**src/rtl/pipe_buf_stage_pkg.sv**
```systemverilog
// Shared types for the pipeline buffer stage: FSM encodings, occupancy type,
// and the flush drop-amount helper.
package pipe_buf_stage_pkg;

  typedef logic [1:0] state_t;
  typedef logic [1:0] occ_t;

  // The encoding equals the number of held entries.
  localparam state_t ST_EMPTY = 2'd0;
  localparam state_t ST_ONE   = 2'd1;
  localparam state_t ST_TWO   = 2'd2;

  // Entries a flush discards: everything held, minus the one leaving this cycle.
  function automatic occ_t drop_amount(input occ_t occ, input logic emit);
    return occ - {1'b0, emit};
  endfunction

endpackage

```
**src/rtl/pipe_buf_stage_if.sv**
```systemverilog
// Valid/ready payload channel. The master drives valid and data; the slave
// drives ready.
interface pipe_buf_stage_if #(
  parameter int DATA_W = 32
);
  logic              valid;
  logic              ready;
  logic [DATA_W-1:0] data;

  modport master (output valid, output data, input ready);
  modport slave  (input valid, input data, output ready);
endinterface

```
**src/rtl/pipe_buf_entry.sv**
```systemverilog
// One payload register with a valid bit. Load takes priority over clear.
// Clear drops only the valid bit, so the data stays on the bus.
module pipe_buf_entry #(
  parameter int                DATA_W    = 32,
  parameter logic [DATA_W-1:0] RESET_VAL = '0
) (
  input  logic              clk,
  input  logic              reset_n,
  input  logic              load_i,
  input  logic              clr_i,
  input  logic [DATA_W-1:0] data_i,
  output logic              vld_o,
  output logic [DATA_W-1:0] data_o
);

  logic              vld_q;
  logic [DATA_W-1:0] data_q;

  always_ff @(posedge clk) begin
    if (!reset_n) begin
      vld_q  <= 1'b0;
      data_q <= RESET_VAL;
    end else if (load_i) begin
      vld_q  <= 1'b1;
      data_q <= data_i;
    end else if (clr_i) begin
      vld_q  <= 1'b0;
    end
  end

  assign vld_o  = vld_q;
  assign data_o = data_q;

endmodule

```
**src/rtl/pipe_buf_stage.sv**
```systemverilog
// Reusable pipeline register stage with valid/ready, flush and an optional
// skid entry. It has 1-cycle latency and keeps a saturating count of entries killed by flush.
module pipe_buf_stage
  import pipe_buf_stage_pkg::*;
#(
  parameter int                DATA_W    = 32,
  parameter bit                SKID_EN   = 1'b1,
  parameter logic [DATA_W-1:0] RESET_VAL = '0,
  parameter int                CNT_W     = 8
) (
  input  logic             clk,
  input  logic             reset_n,
  pipe_buf_stage_if.slave  in_if,
  pipe_buf_stage_if.master out_if,
  input  logic             flush,
  output occ_t             occupancy,
  output logic [CNT_W-1:0] drop_cnt
);

  state_t            state_q, state_d;
  logic              in_rdy, accept, emit;
  logic              m_load, m_clr, s_load, s_clr;
  logic              m_vld, s_vld;
  logic [DATA_W-1:0] m_din, m_dat, s_dat;
  logic [CNT_W-1:0]  drop_q, drop_d;
  logic [CNT_W:0]    drop_sum;

  // The skid variant registers ready, which cuts the out_ready -> in_ready path.
  always_comb begin
    if (SKID_EN) in_rdy = (state_q != ST_TWO) & ~flush & reset_n;
    else         in_rdy = (~m_vld | out_if.ready) & ~flush & reset_n;
  end

  assign accept = in_if.valid & in_rdy;
  assign emit   = m_vld & out_if.ready;

  always_comb begin
    state_d = state_q;
    m_load  = 1'b0;
    m_clr   = 1'b0;
    s_load  = 1'b0;
    s_clr   = 1'b0;
    m_din   = in_if.data;
    if (flush) begin
      state_d = ST_EMPTY;
      m_clr   = 1'b1;
      s_clr   = 1'b1;
    end else begin
      case (state_q)
        ST_EMPTY: if (accept) begin
          state_d = ST_ONE;
          m_load  = 1'b1;
        end
        ST_ONE: begin
          if (accept && emit) begin
            m_load = 1'b1;
          end else if (accept && SKID_EN) begin
            state_d = ST_TWO;
            s_load  = 1'b1;
          end else if (emit) begin
            state_d = ST_EMPTY;
            m_clr   = 1'b1;
          end
        end
        ST_TWO: if (emit) begin
          state_d = ST_ONE;
          m_load  = 1'b1;
          m_din   = s_dat;
          s_clr   = 1'b1;
        end
        default: state_d = ST_EMPTY;
      endcase
    end
  end

  always_comb begin
    drop_sum = {1'b0, drop_q} + (CNT_W+1)'(drop_amount(occupancy, emit));
    drop_d   = drop_q;
    if (flush) drop_d = drop_sum[CNT_W] ? '1 : drop_sum[CNT_W-1:0];
  end

  always_ff @(posedge clk) begin
    if (!reset_n) begin
      state_q <= ST_EMPTY;
      drop_q  <= '0;
    end else begin
      state_q <= state_d;
      drop_q  <= drop_d;
    end
  end

  pipe_buf_entry #(.DATA_W(DATA_W), .RESET_VAL(RESET_VAL)) u_main (
    .clk     (clk),
    .reset_n (reset_n),
    .load_i  (m_load),
    .clr_i   (m_clr),
    .data_i  (m_din),
    .vld_o   (m_vld),
    .data_o  (m_dat)
  );

  if (SKID_EN) begin : g_skid
    pipe_buf_entry #(.DATA_W(DATA_W), .RESET_VAL(RESET_VAL)) u_skid (
      .clk     (clk),
      .reset_n (reset_n),
      .load_i  (s_load),
      .clr_i   (s_clr),
      .data_i  (in_if.data),
      .vld_o   (s_vld),
      .data_o  (s_dat)
    );
  end else begin : g_noskid
    assign s_vld = s_load & s_clr;
    assign s_dat = RESET_VAL;
  end

  assign in_if.ready  = in_rdy;
  assign out_if.valid = m_vld;
  assign out_if.data  = m_dat;
  assign occupancy    = occ_t'(m_vld) + occ_t'(s_vld);
  assign drop_cnt     = drop_q;

endmodule

```
**src/flat_wrapper.sv**
```systemverilog
// flat-port wrapper written by rule: the top's interface ports become plain ports
module pipe_buf_stage_flat import pipe_buf_stage_pkg::*;
#(
  parameter int                DATA_W    = 32,
  parameter bit                SKID_EN   = 1'b1,
  parameter logic [DATA_W-1:0] RESET_VAL = '0,
  parameter int                CNT_W     = 8
)
  (clk, reset_n, flush, occupancy, drop_cnt, in_if_valid, in_if_data, in_if_ready, out_if_valid, out_if_data, out_if_ready);
  pipe_buf_stage_if #(.DATA_W(DATA_W)) in_if_i ();
  pipe_buf_stage_if #(.DATA_W(DATA_W)) out_if_i ();
  input  logic clk;
  input  logic reset_n;
  input  logic flush;
  output occ_t occupancy;
  output logic [CNT_W-1:0] drop_cnt;
  input wire logic [$bits(in_if_i.valid)-1:0] in_if_valid;
  input wire logic [$bits(in_if_i.data)-1:0] in_if_data;
  output wire logic [$bits(in_if_i.ready)-1:0] in_if_ready;
  output wire logic [$bits(out_if_i.valid)-1:0] out_if_valid;
  output wire logic [$bits(out_if_i.data)-1:0] out_if_data;
  input wire logic [$bits(out_if_i.ready)-1:0] out_if_ready;
  assign in_if_i.valid = in_if_valid;
  assign in_if_i.data = in_if_data;
  assign in_if_ready = in_if_i.ready;
  assign out_if_valid = out_if_i.valid;
  assign out_if_data = out_if_i.data;
  assign out_if_i.ready = out_if_ready;
  pipe_buf_stage #(.DATA_W(DATA_W), .SKID_EN(SKID_EN), .RESET_VAL(RESET_VAL), .CNT_W(CNT_W)) u_core (.clk(clk), .reset_n(reset_n), .in_if(in_if_i), .out_if(out_if_i), .flush(flush), .occupancy(occupancy), .drop_cnt(drop_cnt));
endmodule
```
**config.mk**
```make
export PLATFORM = sky130hd
export DESIGN_NAME = pipe_buf_stage_flat
export DESIGN_NICKNAME = d
export VERILOG_FILES = /design/src/rtl/pipe_buf_stage_pkg.sv /design/src/rtl/pipe_buf_stage_if.sv /design/src/rtl/pipe_buf_entry.sv /design/src/rtl/pipe_buf_stage.sv /design/src/flat_wrapper.sv
export SDC_FILE = /design/constraint.sdc
export NUM_CORES = 1
export LEC_CHECK = 0
export CAP_MARGIN = 40
export CORE_ASPECT_RATIO = 1.1
export CORE_MARGIN = 1.5
export CORE_UTILIZATION = 40
export CTS_CLUSTER_DIAMETER = 200
export DETAILED_ROUTE_END_ITERATION = 7
export HOLD_SLACK_MARGIN = 0.06
export PLACE_DENSITY = 0.62
export SLEW_MARGIN = 0
export SYNTH_ARGS = -nofsm -noshare
export SYNTH_HDL_FRONTEND = slang
export SYNTH_SLANG_ARGS = --single-unit
```
**constraint.sdc**
```tcl
create_clock -name clk -period 2.9 [get_ports clk]
set_input_delay 0.58 -clock clk [delete_from_list [all_inputs] [get_ports clk]]
set_output_delay 0.58 -clock clk [all_outputs]
set_load 0.05 [all_outputs]
```
Word level (Yosys, flattened, before mapping)
Index checks and enable logic that the tools add are counted.
- register bits: 76
- bits of input ports: 37
- output and inout bits: 44
- logic and storage cells: 56
- add/sub/neg operators: 3
- eq/ne operators: 7
- mux-type cells: 28
- bitwise logic cells: 6
- reductions and logical operators: 6
- operator list (cell ; number):
    32-bit two-way mux ; 3
    1-bit two-way mux ; 17
    2-bit two-way mux ; 5
    8-bit by 2-bit adder with 9-bit output ; 1
    8-bit two-way mux ; 1
    2-bit case mux with 3 select lines ; 1
    1-bit AND ; 4
    2-bit by 1-bit != test with 1-bit output, second input constant ; 2
    2-bit != test, second input constant ; 2
    4-bit AND reduction ; 1
    2-bit nonzero test ; 2
    3-bit by 1-bit != test with 1-bit output, second input constant ; 1
    1-bit case mux with 3 select lines ; 1
    1-bit by 1-bit adder with 2-bit output ; 1
    2-bit by 1-bit equality test with 1-bit output, second input constant ; 1
    2-bit equality test, second input constant ; 1
    2-bit zero test ; 1
    1-bit inverter ; 2
    2-bit OR reduction ; 1
    2-bit by 1-bit subtractor with 2-bit output ; 1
    1-bit logical AND ; 1

Longest topological paths before layout
- depth after elaboration: 10
- mapped depth: 10
- mapped depth without buffers: 10

By module
From an unflattened synthesis, not the netlist that was laid out.
- cells, all modules: 323
- area, all modules: 3598.5 um2
- modules (own cells, without submodules) (module ; times used ; cells an instance ; area an instance (um2) ; seq. area each (um2)):
    pipe_buf_entry ; 2 ; 106 ; 1277.5 ; 660.6
    pipe_buf_stage ; 1 ; 111 ; 1043.5 ; 200.2

Worst setup path after synthesis
No wires, ideal clock.
- path kind: register -> register
- start: register u_core.u_main.vld_q (netlist: u_core.u_main.vld_o)
- end: register u_core.drop_q[6] (netlist: u_core.drop_cnt[6])
- setup time: 0.078 ns
- arrival: 2.686 ns
- required time: 2.822 ns
- path slack: 0.137 ns
- stages on the path, launching flop included: 11
- path buffers: 0
- clock period less this slack: 2.763 ns
- cells stage by stage: dfxtp_1 -> ha_1 -> inv_1 -> ha_1 -> inv_1 -> ha_1 -> fa_1 -> nand4_1 -> nor2_1 -> and4_1 -> nor3_1
- longest elaborated chain between the ends: 4
- elaborated cells on any way between the ends: 5
- those cells by class: 3 x add/sub; 1 x mux; 1 x bitwise
- ends and longest elaborated chain (element ; line ; text):
    start, declared ; pipe_buf_entry.sv:16 ; logic vld_q;
    start signal, assigned ; pipe_buf_entry.sv:21 ; vld_q <= 1'b0;
    start signal, assigned ; pipe_buf_entry.sv:24 ; vld_q <= 1'b1;
    start signal, assigned ; pipe_buf_entry.sv:27 ; vld_q <= 1'b0;
    1-bit by 1-bit adder with 2-bit output ; pipe_buf_stage.sv:120 ; assign occupancy = occ_t'(m_vld) + occ_t'(s_vld);
    net occupancy[0] ; flat_wrapper.sv:15 ; output occ_t occupancy;
    2-bit by 1-bit subtractor with 2-bit output ; pipe_buf_stage_pkg.sv:15 ; return occ - {1'b0, emit};
    8-bit by 2-bit adder with 9-bit output ; pipe_buf_stage.sv:77 ; drop_sum = {1'b0, drop_q} + (CNT_W+1)'(drop_amount(occupancy, emit));
    8-bit two-way mux ; pipe_buf_stage.sv:79 ; if (flush) drop_d = drop_sum[CNT_W] ? '1 : drop_sum[CNT_W-1:0];
    end signal, assigned ; pipe_buf_stage.sv:88 ; drop_q <= drop_d;
    end, declared ; pipe_buf_stage.sv:25 ; logic [CNT_W-1:0] drop_q, drop_d;
The timed path passes the listed nets, and every way through them passes these cells.
A chain may end at the register's enable or synchronous reset.

Final worst setup path
- start: input port out_if_ready
- end: register u_core.drop_q[6] (netlist: u_core.drop_cnt[6])
- longest elaborated chain between the ends: 4
- ends and longest elaborated chain (element ; line ; text):
    start, declared ; flat_wrapper.sv:22 ; input wire logic [$bits(out_if_i.ready)-1:0] out_if_ready;
    1-bit AND ; pipe_buf_stage.sv:35 ; assign emit = m_vld & out_if.ready;
    2-bit by 1-bit subtractor with 2-bit output ; pipe_buf_stage_pkg.sv:15 ;
    8-bit by 2-bit adder with 9-bit output ; pipe_buf_stage.sv:77 ;
    8-bit two-way mux ; pipe_buf_stage.sv:79 ;
No other way between the ends.

==> flow_metrics.py <==
metrics = {
    "run_status": {
        "status": "finished clean",
    },
    "critical_path": {
        "cp_data_required_time_ns": 3.16,
        "crit_slowest_cell": "clkdlybuf4s50_1",
        "worstPathCellList": "clkdlybuf4s50_1 > nand2_2 > inv_2 > ha_1 > inv_1 > ha_1 > fa_1 > nand4_1 > nor2_1 > and4_1 > nor3_1",
        "crit_fanout": 5,
        "slowest_delay_ns": 0.43,
        "worst-setup-path-type": "input port to flip-flop",
        "startpoint_type": "input port",
        "worstPathArrival_ns": 2.69,
        "worst_path_most_repeated_cell": "ha_1",
        "endpoint_kind": "flip-flop",
    },
    "route": {
        "viasPerCell": 5.14,
        "drtPass1Iterations": 4,
        "wl_met3_um": 352,
        "first_iter_violations": 44,
        "drc_errors": 0,
        "highest_layer": "met4",
        "drt-met1-wl_mm": 3.52,
        "via_count": 2696,
        "drtAntennaViolNets": 0,
        "drt-total-wl_mm": 7.90,
        "wl_met2_mm": 3.91,
        "wl_per_cell_um": 15.0,
    },
    "sta": {
        "hold_viol_final": 0,
        "finalSetupViolations": 0,
        "post-route-period-util": 0.837,
        "slew_headroom": 0.663,
        "worst_clock_skew_ns": 0.00919,
        "worst_slew_pin_slew_ns": 0.504,
        "max_freq_mhz": 412,
        "rsz0062_at_grt": "no",
        "setup_tns_ns": 0,
        "worst_slack_ns": 0.471,
        "period_minus_slack_ns": 2.43,
        "drv_slew": 0,
    },
    "floorplan": {
        "die_area_um2": 9260,
        "rows": 35,
        "io_pins": 81,
        "initial_core_util": 0.413,
        "coreArea_um2": 8410,
        "fp.dieW_um": 91.9,
        "die_height_um": 101,
    },
    "logic_synthesis": {
        "synth-xor-area-share": 0.0101,
        "syn-num-nets": 374,
        "synth_seq_cells": 76,
        "synth_ff_type": "dfxtp_1",
        "synth_top_area_share": 0.438,
        "yosys.area_share.adder": 0.0202,
        "post_synth_inst_count": 332,
        "synth_seq_area_share": 0.438,
        "synth-edff-count": 0,
        "synth_cell_types": 40,
        "synth.area.top_cells": "dfxtp_1, mux2i_1, a21oi_2, o31ai_1, nor2_1",
        "synth.mux.area_fraction": 0.193,
        "synth_top_family_by_area": "multiplexers",
        "syn_area_per_cell_um2": 10.5,
        "synth_area_um2": 3470,
        "yosysWarningCount": 0,
        "synth_simple_gate_area_frac": 0.0943,
        "async_flop_share": 0,
        "synth_compound_area_frac": 0.187,
        "synth_top_cell_by_area": "dfxtp_1",
        "netlist_top_cells_count": "dfxtp_1, mux2i_1, nor2_1",
        "synth_most_common_cell": "dfxtp_1",
    },
    "power": {
        "p_clk_frac": 0.350,
        "pwr-share-comb": 0.162,
        "internal_power_w": 0.00162,
        "ir_drop_v": 0.000241,
        "power_density_nw_per_um2": 493,
        "power_switching_w": 0.000627,
        "sw_frac_of_total": 0.279,
        "leakage_nw": 2.16,
        "power_frac_seq": 0.488,
    },
    "cts": {
        "cts_made_buffers": 9,
        "cts-resized-gates": 0,
        "post_cts_buffers": 0,
        "root_buffer": "clkbuf_8",
        "cts_max_path_buffers": 2,
        "cts.clk_slew.worst_paths_ns": 0.08,
        "clk_latency_ns": 0.35,
        "cts_tree": "built",
        "cts.sinks": 76,
        "cts_htree_levels": 3,
        "cts-hold-fix-buffers": 0,
    },
    "final_layout": {
        "syn2layout_area_growth_pct": 31.1,
        "nets": 451,
        "drive_gt1_frac": 0.164,
        "fillers": 786,
        "final_util": 0.542,
        "diodes": 0,
    },
    "global_routing": {
        "globalRouteOverflowTotal": 0,
        "grt_first_pass_wirelength_mm": 12.9,
        "grt_pass1_vias": 2587,
        "grt_usage": 0.180,
        "grt_max_degree": 33,
        "antenna_found_initial": 0,
    },
    "placement": {
        "io_buffers": 80,
        "gp_congestion": 0.790,
        "dp_hpwl_mm": 5.11,
        "pre_cts_ws_ns": 0.105,
    },
    "flow_run": {
        "max_cap_viol_count": 0,
    },
    "min_path": {
        "hold_class": "flip-flop to flip-flop",
    },
}
==> layout make-up <==
| class | instances | area [µm²] | area share |
|---|---|---|---|
| clock buffer | 10 | 128 | 0.0280 |
| inverter | 7 | 26.3 | 0.00577 |
| tap | 111 | 139 | 0.0305 |
| timing repair buffer | 93 | 921 | 0.202 |
| clock inverter | 6 | 63.8 | 0.0140 |
| multi-input combinational | 222 | 1760 | 0.386 |
| sequential | 76 | 1520 | 0.334 |
==> power groups by stage <==
stage,clock network (W),logic (W),registers (W)
finish,0.000787,0.000364,0.00110
global route,0.000873,0.000387,0.00110
CTS,0.000815,0.000367,0.00110
detailed placement,0,0.000366,0.00112
global placement,0,0.000364,0.00112
floorplan,0,0.000132,0.00121
==> registers in the layout, summed over array words and instances, names as in the netlist <==
signal / count
u_core.g_skid.u_skid.data_o: 32
u_core.u_main.data_o: 32
u_core.drop_cnt: 8
u_core.state_q: 2
u_core.g_skid.u_skid.vld_o: 1
u_core.u_main.vld_o: 1
==> cell families (layout without fill, tap and decap cells) <==
| group | after synthesis | count (layout) |
|---|---|---|
| XOR/XNOR | 4 | 4 |
| multiplexers | 67 | 67 |
| buffers and inverters | 34 | 116 |
| flip-flops | 76 | 76 |
| AO/OA/AOI/OAI | 85 | 85 |
| AND/OR/NAND/NOR | 61 | 61 |
| adder cells (fa/ha/maj) | 5 | 5 |
==> through the flow <==
step                      power, W  cell area, µm²  std cells  hold slack (ns)
final                      0.00225            4560        525            0.495
after global placement     0.00149            4370        509            0.473
after global routing       0.00236            4560        525            0.526
after CTS                  0.00228            4560        525            0.503
after detailed placement   0.00149            4370        509            0.485
after floorplan            0.00134            3470        332            0.463
==> layout by cell type, fill, tap and decap left out, types with 2 or more instances in the layout <==
cell type / count
a21oi_1: 13
a21oi_2: 30
buf_12: 2
buf_4: 12
clkbuf_8: 9
clkdlybuf4s50_1: 79
clkinv_2: 2
clkinvlp_4: 2
dfxtp_1: 76
ha_1: 4
inv_1: 6
mux2i_1: 67
nand2_1: 3
nand2b_1: 2
nand3_1: 2
nand3b_1: 2
nand4_1: 2
nor2_1: 37
nor3_1: 2
o21a_1: 2
o21ai_0: 3
o31ai_1: 33
xor2_1: 3
==> path summary, 6_finish.rpt <==
check	startpoint	to	slack, ns	cells after the start
max reg2reg	u_core.u_main.vld_o	u_core.drop_cnt[6]	0.58	10
min reg2reg	u_core.g_skid.u_skid.data_o[20]	u_core.g_skid.u_skid.data_o[20]	0.50	2
min	u_core.g_skid.u_skid.data_o[20]	u_core.g_skid.u_skid.data_o[20]	0.50	2
max	out_if_ready	u_core.drop_cnt[6]	0.47	11
==> critical path: cells and delay by family <==
kind / cells / cell delay, ns
adder cells (fa/ha/maj): 3 / 0.86
AND/OR/NAND/NOR: 5 / 0.72
buffers and inverters: 3 / 0.53
==> per-layer routing <==
layer	GRT usage	vias up
li1	-	1355
met1	0.224	1275
met2	0.300	55
met3	0.0445	11
met4	0.0675	0
met5	0	-
(Power assumes the default switching activity.)
